==> src/rtl/ws2812_rx.sv <==
// WS2812 single-wire receiver: decodes bits by high-pulse width, assembles
// 24-bit GRB pixels, tags each with its frame index and detects the latch gap.
`timescale 1ns/1ps

module ws2812_rx #(
    parameter int NUM_LEDS     = 256,
    parameter int BIT_THRESH   = 30,
    parameter int MIN_HIGH     = 5,
    parameter int MAX_HIGH     = 100,
    parameter int RESET_CYCLES = 2500
) (
    input  logic                        CLK,
    input  logic                        RESET,
    input  logic                        DI,
    output logic [23:0]                 PIX_DATA,
    output logic [$clog2(NUM_LEDS)-1:0] PIX_ADDR,
    output logic                        PIX_VALID,
    output logic                        FRAME_DONE,
    output logic [$clog2(NUM_LEDS):0]   PIX_COUNT,
    output logic                        OVERFLOW,
    output logic                        ERR
);

    localparam int AW = $clog2(NUM_LEDS);
    localparam int CW = AW + 1;
    localparam int HW = $clog2(MAX_HIGH + 3);
    localparam int LW = $clog2(RESET_CYCLES + 1);

    typedef enum logic [1:0] {
        SYNC,
        IDLE,
        HIGH
    } state_t;

    state_t          state_q, state_d;
    logic            di_meta_q, di_meta_d;
    logic            di_s_q, di_s_d;
    logic [HW-1:0]   hcnt_q, hcnt_d;
    logic [LW-1:0]   lcnt_q, lcnt_d;
    logic [23:0]     shift_q, shift_d;
    logic [4:0]      bitcnt_q, bitcnt_d;
    logic [CW-1:0]   pixcnt_q, pixcnt_d;
    logic            got_bit_q, got_bit_d;
    logic            ovf_clr_q, ovf_clr_d;
    logic            pend_q, pend_d;
    logic [23:0]     pix_data_q, pix_data_d;
    logic [AW-1:0]   pix_addr_q, pix_addr_d;
    logic            pix_valid_q, pix_valid_d;
    logic            frame_done_q, frame_done_d;
    logic [CW-1:0]   pix_count_q, pix_count_d;
    logic            overflow_q, overflow_d;
    logic            err_q, err_d;

    logic [LW-1:0]   lcnt_inc;
    logic [HW-1:0]   hcnt_inc;
    logic [HW-1:0]   hwidth;

    // Saturating counter increments and the high time measured so far
    // (the IDLE cycle that saw the rising edge counts as the first high cycle).
    always_comb begin
        lcnt_inc = (lcnt_q == LW'(RESET_CYCLES)) ? lcnt_q : lcnt_q + LW'(1);
        hcnt_inc = (hcnt_q == HW'(MAX_HIGH + 1)) ? hcnt_q : hcnt_q + HW'(1);
        hwidth   = hcnt_q + HW'(1);
    end

    // Next-state logic: synchronizer, pixel hand-off, and the SYNC/IDLE/HIGH decoder.
    always_comb begin
        state_d      = state_q;
        di_meta_d    = DI;
        di_s_d       = di_meta_q;
        hcnt_d       = hcnt_q;
        lcnt_d       = lcnt_q;
        shift_d      = shift_q;
        bitcnt_d     = bitcnt_q;
        pixcnt_d     = pixcnt_q;
        got_bit_d    = got_bit_q;
        ovf_clr_d    = ovf_clr_q;
        pend_d       = 1'b0;
        pix_data_d   = pix_data_q;
        pix_addr_d   = pix_addr_q;
        pix_valid_d  = 1'b0;
        frame_done_d = 1'b0;
        pix_count_d  = pix_count_q;
        overflow_d   = overflow_q;
        err_d        = 1'b0;

        if (pend_q) begin
            if (pixcnt_q >= CW'(NUM_LEDS)) begin
                overflow_d = 1'b1;
            end else begin
                pix_valid_d = 1'b1;
                pix_data_d  = shift_q;
                pix_addr_d  = pixcnt_q[AW-1:0];
                pixcnt_d    = pixcnt_q + CW'(1);
            end
        end

        case (state_q)
            SYNC: begin
                if (di_s_q) begin
                    lcnt_d = '0;
                end else begin
                    lcnt_d = lcnt_inc;
                    if (lcnt_inc == LW'(RESET_CYCLES)) begin
                        state_d    = IDLE;
                        bitcnt_d   = '0;
                        pixcnt_d   = '0;
                        overflow_d = 1'b0;
                        got_bit_d  = 1'b0;
                        ovf_clr_d  = 1'b0;
                    end
                end
            end
            IDLE: begin
                if (di_s_q) begin
                    hcnt_d  = '0;
                    state_d = HIGH;
                end else begin
                    lcnt_d = lcnt_inc;
                    if (lcnt_inc == LW'(RESET_CYCLES) && got_bit_q) begin
                        frame_done_d = 1'b1;
                        pix_count_d  = (pixcnt_q > CW'(NUM_LEDS)) ? CW'(NUM_LEDS) : pixcnt_q;
                        err_d        = (bitcnt_q != 5'd0);
                        bitcnt_d     = '0;
                        pixcnt_d     = '0;
                        got_bit_d    = 1'b0;
                        ovf_clr_d    = 1'b1;
                    end
                end
            end
            HIGH: begin
                if (di_s_q) begin
                    hcnt_d = hcnt_inc;
                    if (hwidth >= HW'(MAX_HIGH)) begin
                        err_d    = 1'b1;
                        state_d  = SYNC;
                        lcnt_d   = '0;
                        bitcnt_d = '0;
                        shift_d  = '0;
                    end
                end else if (hwidth < HW'(MIN_HIGH)) begin
                    state_d = IDLE;
                end else begin
                    shift_d   = {shift_q[22:0], (hwidth >= HW'(BIT_THRESH))};
                    lcnt_d    = '0;
                    state_d   = IDLE;
                    got_bit_d = 1'b1;
                    if (ovf_clr_q) begin
                        overflow_d = 1'b0;
                        ovf_clr_d  = 1'b0;
                    end
                    if (bitcnt_q == 5'd23) begin
                        bitcnt_d = '0;
                        pend_d   = 1'b1;
                    end else begin
                        bitcnt_d = bitcnt_q + 5'd1;
                    end
                end
            end
            default: begin
                state_d = SYNC;
            end
        endcase
    end

    // State and output registers with synchronous reset back to SYNC.
    always_ff @(posedge CLK) begin
        if (RESET) begin
            state_q      <= SYNC;
            di_meta_q    <= 1'b0;
            di_s_q       <= 1'b0;
            hcnt_q       <= '0;
            lcnt_q       <= '0;
            shift_q      <= '0;
            bitcnt_q     <= '0;
            pixcnt_q     <= '0;
            got_bit_q    <= 1'b0;
            ovf_clr_q    <= 1'b0;
            pend_q       <= 1'b0;
            pix_data_q   <= '0;
            pix_addr_q   <= '0;
            pix_valid_q  <= 1'b0;
            frame_done_q <= 1'b0;
            pix_count_q  <= '0;
            overflow_q   <= 1'b0;
            err_q        <= 1'b0;
        end else begin
            state_q      <= state_d;
            di_meta_q    <= di_meta_d;
            di_s_q       <= di_s_d;
            hcnt_q       <= hcnt_d;
            lcnt_q       <= lcnt_d;
            shift_q      <= shift_d;
            bitcnt_q     <= bitcnt_d;
            pixcnt_q     <= pixcnt_d;
            got_bit_q    <= got_bit_d;
            ovf_clr_q    <= ovf_clr_d;
            pend_q       <= pend_d;
            pix_data_q   <= pix_data_d;
            pix_addr_q   <= pix_addr_d;
            pix_valid_q  <= pix_valid_d;
            frame_done_q <= frame_done_d;
            pix_count_q  <= pix_count_d;
            overflow_q   <= overflow_d;
            err_q        <= err_d;
        end
    end

    assign PIX_DATA   = pix_data_q;
    assign PIX_ADDR   = pix_addr_q;
    assign PIX_VALID  = pix_valid_q;
    assign FRAME_DONE = frame_done_q;
    assign PIX_COUNT  = pix_count_q;
    assign OVERFLOW   = overflow_q;
    assign ERR        = err_q;

endmodule

==> config.mk <==
export PLATFORM = sky130hd
export DESIGN_NAME = ws2812_rx
export DESIGN_NICKNAME = d
export VERILOG_FILES = /design/src/rtl/ws2812_rx.sv
export SDC_FILE = /design/constraint.sdc
export NUM_CORES = 1
export LEC_CHECK = 0
export CAP_MARGIN = 20
export CORE_ASPECT_RATIO = 0.6
export CORE_UTILIZATION = 35
export DETAILED_ROUTE_END_ITERATION = 12
export PLACE_DENSITY = 0.56
export SETUP_SLACK_MARGIN = 0.02
export SYNTH_ARGS = -nofsm -noshare
export SYNTH_HDL_FRONTEND = slang
export SYNTH_SLANG_ARGS = --single-unit
==> constraint.sdc <==
create_clock -name CLK -period 3.5 [get_ports CLK]
set_input_delay 0.7 -clock CLK [delete_from_list [all_inputs] [get_ports CLK]]
set_output_delay 0.7 -clock CLK [all_outputs]
set_load 0.01 [all_outputs]
======== After elaboration in Yosys (flattened, before gate mapping) ========
Cells that the tools add are included.
W data, S select, Z words.
cells by class
  add/subtract/negate cells ............... 4
  order comparisons ....................... 5
  equal/unequal tests ..................... 19
  mux-type cells .......................... 65
  bitwise operators ....................... 5
  reductions and logical operators ........ 16
operators by type and width
  cell                     number
  $mux W12                 6
  $mux W24                 3
  $mux W9                  7
  $mux W5                  8
  $pmux W12 S3             1
  $eq A12 B12 Y1 const B   2
  $mux W1                  24
  $mux W7                  3
  $ne A2 B2 Y1 const B     10
  $pmux W9 S2              1
  $pmux W5 S3              1
  $pmux W7 S2              1
  $reduce_and A7 Y1        2
  $add A12 B1 Y12 const B  1
  $reduce_and A4 Y1        3
  $mux W2                  5
  $add A9 B1 Y9 const B    1
  $ge A9 B9 Y1 const B     1
  $gt A9 B9 Y1 const B     1
  $add A7 B1 Y7 const B    1
  $eq A7 B7 Y1 const B     1
  $ge A7 B5 Y1 const B     1
  $ge A7 B7 Y1 const B     1
  $lt A7 B3 Y1 const B     1
  20 further kinds         28
storage, ports and cells
  register bits after elaboration ......... 109
  output and inout bits ................... 45
  logic and storage cells ................. 132

======== Depth between registers and ports, before layout ========
Gate-level depths: netlist of run 1.
  depth in word-level cells ............... 7
  gate-level depth with buffers ........... 11
  gate-level depth less buffers ........... 9

======== Worst setup path after synthesis of run 1 ========
Ideal clock, no wire load.
  path kind ............................... reg-to-reg
  start ................................... register lcnt_q[0]
  end ..................................... register bitcnt_q[0]
  arrival ................................. 2.635 ns
  data required time ...................... 3.379 ns
  slack ................................... 0.744 ns
  stages on the path, launching flop included .. 11
  path through ............................ dfxtp_1 clkbuf_1 inv_1 ha_1 or4b_1 or3_1 nor2_1 o21bai_2 o41ai_4 nand3_4 mux2_4
between the ends
  longest elaborated chain between the ends .. 6
  elaborated cells on any way between the ends .. 8
  classes of those cells .................. add/sub: 1; eq/ne: 4; mux: 1; reduce/logical: 2
RTL lines
  item                                               RTL line  RTL
  from (decl)                                        39        logic [LW-1:0] lcnt_q, lcnt_d;
  from (signal assigned)                             192       lcnt_q <= lcnt_d;
  $add A12 B1 Y12 or $eq A12 B12 Y1 (tied branches)  61        lcnt_inc = (lcnt_q == LW'(RESET_CYCLES)) ? lcnt_q : lcnt_q + LW'(1);
  $mux W12 (*)                                       61
  $eq A12 B12 Y1 (*)                                 104, 120
  $logic_and A1 B1 Y1                                120       if (lcnt_inc == LW'(RESET_CYCLES) && got_bit_q) begin
  $ne A2 B2 Y1 (no source line)                      -
  $reduce_and A7 Y1 (no source line) (*)             -
  to (signal assigned)                               194       bitcnt_q <= bitcnt_d;
  to (decl)                                          41        logic [4:0] bitcnt_q, bitcnt_d;
Every way passes the cells marked *; elsewhere a longest branch is shown, timed or not.
A chain may end at the register's enable or synchronous reset.

======== Worst setup path in the final report of run 1 ========
Ends and elaborated chain as after synthesis.

==> metrics.txt, run 1 <==
HP Class flip-flop to flip-flop; top routing layer in use met4; Hold Violations, Final 0; CTS Buf Count 9; post-DP HPWL 8.467 mm; initial antenna violation count 0; TNS Setup 0 ns; Post-Syn Area 5211 um2; layout cell share with drive strength beyond 1 0.07658; pin count of the biggest net entering global routing 56; fin area 6145 um2; RSZ-0062 raised after global routing no; grt ovf 0; cts repair resizes 0; Root Driver clkbuf_16; syn_nets 651; WL met1 6.693 mm; Peak VDD IR 0.0002422 V; Crit Reg-Reg Endpoint bitcnt_q[0]$_SDFFE_PP0P_; status completed; fin crit share 0.9083; Die Y 96.52 um; slew margin rel. 0.3563; Leak 0.002055 uW; Post-CTS Setup Inserts 0; clk_lat worst skew 0.35 ns; Hold Crit Start di_meta_q$_SDFF_PP0_; Post-synth ARST share 0; worst reg2reg startpoint lcnt_q[0]$_SDFFE_PP0P_; clock slew at reported path FFs 0.08 ns; DR iter-0 viols 285; commonest cells after routing, fill and taps aside 109 x dfxtp_1, 88 x nand2_1, 68 x a21oi_1; most common cell after layout, fill and taps aside dfxtp_1; crit path time final 3.179 ns; TritonCTS Sinks 109; GP Congestion 0.8927; Max Root-Sink Buffers 2; max cap viols 0; overall die width 159.5 um; dominant synthesized flop cell dfxtp_1; placed cell areas 5843 um2; FF-to-FF setup slack 0.32 ns; PortBufs 47; CP Launch Point lcnt_q[0]$_SDFFE_PP0P_; metal3 WL 763 um; Residual DRC 0; Max Freq 314.6 MHz; worst setup path endpoint bitcnt_q[0]$_SDFFE_PP0P_; die area 15,400 um2; pwr dens 453.0 nW/um2; crit path DAT 3.42 ns; startpoint type of the worst setup path flip-flop; Max Slew Vio Count 0; GRT Util Overall 0.1659; synthesized area per cell 8.207 um2; post-synthesis cell type count 73; diode count 0; Via-to-Cell Ratio 5.319; worst-margin pin slew 0.9656 ns; io pins 48; CTS tree yes; Hold Buf Count CTS 0; global-route wire length before repair 20.43 mm; synth-to-layout area growth 17.91%; critical-path maximum fanout 10; Post-layout nets 677; synth warn 0; routed length per instance 14.64 um; Routed WL 12.65 mm; kind of critical path flip-flop to flip-flop; vias in the first global route 3,980; critical path required time 3.74 ns; Post-synth EDFFs 0; post-synthesis register bit count 109; FP Rows 34; vias 4,596; H-tree depth 3; Mapped Cells 635; worst r2r path cells 8; Final ANT Viol Nets 0; DRT Pass-1 Iters 5; met2 routed WL 5.117 mm; post-route clock skew 0.009717 ns; sequential fraction of the synthesis area 0.4187; Worst Setup End Kind flip-flop; Initial Utilization 0.3592; Core Footprint 14,510 um2; Final setup viols 0
per-layer routing:
metal  global-route usage  vias up
li1                     -     2302
met1               0.2473     2170
met2               0.2311      116
met3              0.04524        8
met4              0.04006        0
met5                    0        -
flip-flops by register name (all words and copies together), names as in the netlist:
register,cells
FRAME_DONE,1
ovf_clr_q,1
bitcnt_q,5
ERR,1
PIX_DATA,24
di_meta_q,1
PIX_ADDR,8
pixcnt_q,9
OVERFLOW,1
lcnt_q,12
di_s_q,1
shift_q,24
hcnt_q,7
PIX_VALID,1
pend_q,1
state_q,2
got_bit_q,1
PIX_COUNT,9
final cells by class:
class	instances	area, um2
clock buffer	10	239.0
clock inverter	6	62.56
fill	1464	8362
inverter	21	78.83
multi-input combinational	462	2784
sequential	109	2182
tap	198	247.7
timing repair buffer	58	550.5
cell usage after synthesis, types with 2 or more instances:
cell type,count,share of area
a211oi_1,4,0.0058
a21o_1,5,0.0072
a21oi_1,68,0.065
a31oi_1,25,0.030
and3_1,6,0.0072
and4b_1,2,0.0038
buf_2,6,0.0058
clkbuf_1,35,0.025
dfxtp_1,109,0.42
ha_1,13,0.031
inv_1,20,0.014
mux2i_1,7,0.013
nand2_1,88,0.063
nand2b_1,15,0.018
nand3_1,24,0.023
nand3b_1,3,0.0043
nand4_1,10,0.012
nand4b_1,3,0.0050
nor2_1,59,0.042
nor2b_1,8,0.0096
nor3_1,9,0.0086
nor3b_1,24,0.035
nor4_1,2,0.0024
nor4_4,2,0.0082
o211ai_1,3,0.0043
o21ai_0,18,0.017
o31a_1,2,0.0034
o41ai_1,2,0.0034
or3_1,7,0.0084
or3_2,2,0.0029
or4_1,4,0.0058
xnor2_1,2,0.0034
xor2_1,8,0.013
per-stage QoR:
stage                     setup slack (ns)  std cells  hold WS (ns)  power [uW]  utilization
after floorplan                     0.7436        635        0.4138        1653            -
after detailed placement            0.3519        848        0.4304        1765       0.4028
after CTS                           0.3416        864        0.4489        2804       0.4236
final                               0.3210        864        0.4473        2784       0.4236
after global routing                0.1291        864        0.4696        2918       0.4236
after global placement              0.4582        848        0.4212        1758       0.4028
logic make-up (layout without fill, tap and decap cells):
family	after synthesis	in the layout	share of synthesized area
AO/OA/AOI/OAI	149	149	0.1798
AND/OR/NAND/NOR	280	280	0.2845
flip-flops	109	109	0.4187
XOR/XNOR	10	10	0.01681
adder cells (fa/ha/maj)	13	13	0.03121
buffers and inverters	64	95	0.04826
multiplexers	10	10	0.02065
worst max-delay path, stage by stage, from the launching register on:
cell and delay, ns:
dfxtp_1 0.50, ha_1 0.35, inv_1 0.07, or4_4 0.56, nor4_4 0.30, o211ai_1 0.28, o31ai_4 0.52, nand3_4 0.16
mux2_4 0.32
worst min path at each step:
stage / end / slack, ns / cells after the start
3_5_place_dp: di_s_q$_SDFF_PP0_ / 0.43 / 1
4_1_cts: di_s_q$_SDFF_PP0_ / 0.45 / 1
6_report: di_s_q$_SDFF_PP0_ / 0.45 / 1
5_1_grt: di_s_q$_SDFF_PP0_ / 0.47 / 1
3_3_place_gp: di_s_q$_SDFF_PP0_ / 0.42 / 1
2_1_floorplan: di_s_q$_SDFF_PP0_ / 0.41 / 1
where the power goes:
| group | internal (uW) | switching [uW] | leakage (uW) |
|---|---|---|---|
| Sequential | 1260 | 38.3 | 0.000878 |
| Clock | 525 | 510 | 0.000149 |
| Combinational | 163 | 289 | 0.00103 |
| Total | 1950 | 837 | 0.00205 |
Power figures use the tool's default switching activity.
==> run 2, diff against run 1 <==
--- a/config.mk
+++ b/config.mk
@@ -10,6 +10,8 @@
 export CORE_UTILIZATION = 35
 export DETAILED_ROUTE_END_ITERATION = 12
 export PLACE_DENSITY = 0.56
+export RECOVER_POWER = 100
+export REMOVE_ABC_BUFFERS = 1
 export SETUP_SLACK_MARGIN = 0.02
 export SYNTH_ARGS = -nofsm -noshare
 export SYNTH_HDL_FRONTEND = slang
==> constraint.sdc (replaced) <==
create_clock -name CLK -period 3.5 [get_ports CLK]
set_input_delay 0.7 -clock CLK [delete_from_list [all_inputs] [get_ports CLK]]
set_output_delay 0.7 -clock CLK [all_outputs]
set_load 0.02 [all_outputs]
==> metrics.txt, run 2 (synthesized netlist as in run 1, its figures left out) <==
worst-margin pin slew 1.560 ns; fill count 1,462; pwr dens 460.5 nW/um2; Peak VDD IR 0.0002498 V; violated checks capacitance limit, slew limit; Die Y 96.52 um; DRT Pass-1 Iters 6; Max Slew Vio Count 36; Hold Buf Count CTS 0; layout cell share with drive strength beyond 1 0.07623; overall die width 159.5 um; Max Root-Sink Buffers 2; delay-heaviest family, CP simple AND/OR/NAND/NOR gates; largest stage delay on the critical path 0.60 ns; io pins 48; CP bufs+invs 1; vias 4,567; most common cell after layout, fill and taps aside dfxtp_1; H-tree depth 3; CTS tree yes; global-route wire length before repair 21.02 mm; FP Rows 34; critical path required time 3.74 ns; vias in the first global route 4,121; Core Footprint 14,510 um2; GP Congestion 0.8665; pin count of the biggest net entering global routing 58; Max Freq 315.2 MHz; Worst Setup End Kind flip-flop; commonest cells after routing, fill and taps aside 109 x dfxtp_1, 88 x nand2_1, 68 x a21oi_1; cts repair resizes 0; crit path time final 3.172 ns; clock slew at reported path FFs 0.08 ns; Initial Utilization 0.3592; CTS Buf Count 9; slew margin rel. -0.04025; RSZ-0062 raised after global routing no; clk_lat worst skew 0.35 ns; Final ANT Viol Nets 0; die area 15,400 um2; kind of critical path flip-flop to flip-flop; Root Driver clkbuf_16; status finished, violations left; Final setup viols 0; Cells after DPL 851; diode count 0; max cap viols 1; fin crit share 0.9064; crit path DAT 3.41 ns; utilization after layout 0.4250; grt ovf 0; worst path cell trace inv_1 > ha_1 > or4b_1 > or3_1 > nor2_1 > o21bai_1 > o41ai_4 > nand3_4 > mux2_4; routed length per instance 14.50 um; initial antenna violation count 0; critical-path maximum fanout 10; HP Class flip-flop to flip-flop; Via-to-Cell Ratio 5.268; Final Hold Slack 0.4536 ns; GRT Util Overall 0.1688; Residual DRC 0; PortBufs 47; TritonCTS Sinks 109; Post-layout nets 680; synth-to-layout area growth 18.30%; Hold Violations, Final 0; placed cell areas 5866 um2; Leak 0.002236 uW; post-DP HPWL 8.611 mm; Routed WL 12.57 mm; fin area 6165 um2; startpoint type of the worst setup path flip-flop; Post-CTS Setup Inserts 0; post-route clock skew 0.007076 ns; final non-filler cell total 867; DR iter-0 viols 308; Worst path slowest cell o41ai_4
[run 2: cell types whose count changed in the layout (fill, tap and decap cells not counted), moves of 2 or more]
| cell | before | now |
|---|---|---|
| clkbuf_2 | 0 | 3 |
| clkdlybuf4s50_1 | 46 | 1 |
| dlygate4sd3_1 | 0 | 45 |
| inv_6 | 4 | 1 |
| inv_8 | 1 | 3 |
[run 2: final timing paths]
path | startpoint | endpoint | slack (ns) | cells past startpoint
worst max-delay path | lcnt_q[0]$_SDFFE_PP0P_ | bitcnt_q[0]$_SDFFE_PP0P_ | 0.33 | 9
worst min-delay path | PIX_ADDR[7]$_SDFFE_PP0P_ | PIX_ADDR[7]$_SDFFE_PP0P_ | 0.45 | 2
worst max register to register | lcnt_q[0]$_SDFFE_PP0P_ | bitcnt_q[0]$_SDFFE_PP0P_ | 0.33 | 9
worst min register to register | PIX_ADDR[7]$_SDFFE_PP0P_ | PIX_ADDR[7]$_SDFFE_PP0P_ | 0.45 | 2
[run 2: cell type report]
type	count	area, um2	area share
multi-input combinational	462	2780	0.4510
clock buffer	9	225.2	0.03653
sequential	109	2182	0.3540
clock inverter	7	88.84	0.01441
tap	198	247.7	0.04019
timing repair buffer	61	561.8	0.09113
inverter	21	78.83	0.01279
[run 2: metrics by stage]
step | setup WS, ns | total power [uW] | setup TNS (ns)
floorplan | -0.9842 | 1629 | -21.27
global placement | 0.4552 | 1773 | 0
detailed placement | 0.4088 | 1774 | 0
CTS | 0.3857 | 2863 | 0
global route | 0.08273 | 2961 | 0
finish | 0.3278 | 2839 | 0
[run 2: routing by layer]
layer  vias up  wire [um]  GRT usage
li1       2302          -          -
met1      2153       6721     0.2507
met2       103       5152     0.2496
met3         9        635    0.03542
met4         0         65    0.03125
met5         -          0          0
[run 2: power breakdown]
group          internal [uW]  switching [uW]  total, uW
Clock                    575             509       1080
Sequential              1260            35.2       1290
Combinational            168             294        461
[run 2: tightest hold or removal path, stage by stage (launching register included)]
cell	delay [ns]
dfxtp_1	0.31
nand2_1	0.05
a21oi_1	0.05
==> run 3, diff against run 2 <==
--- a/config.mk
+++ b/config.mk
@@ -13,6 +13,7 @@
 export RECOVER_POWER = 100
 export REMOVE_ABC_BUFFERS = 1
 export SETUP_SLACK_MARGIN = 0.02
+export SLEW_MARGIN = 20
 export SYNTH_ARGS = -nofsm -noshare
 export SYNTH_HDL_FRONTEND = slang
 export SYNTH_SLANG_ARGS = --single-unit
==> results of run 3 <==
Same layout as run 2: the final DEF is identical, and so are final timing and power.
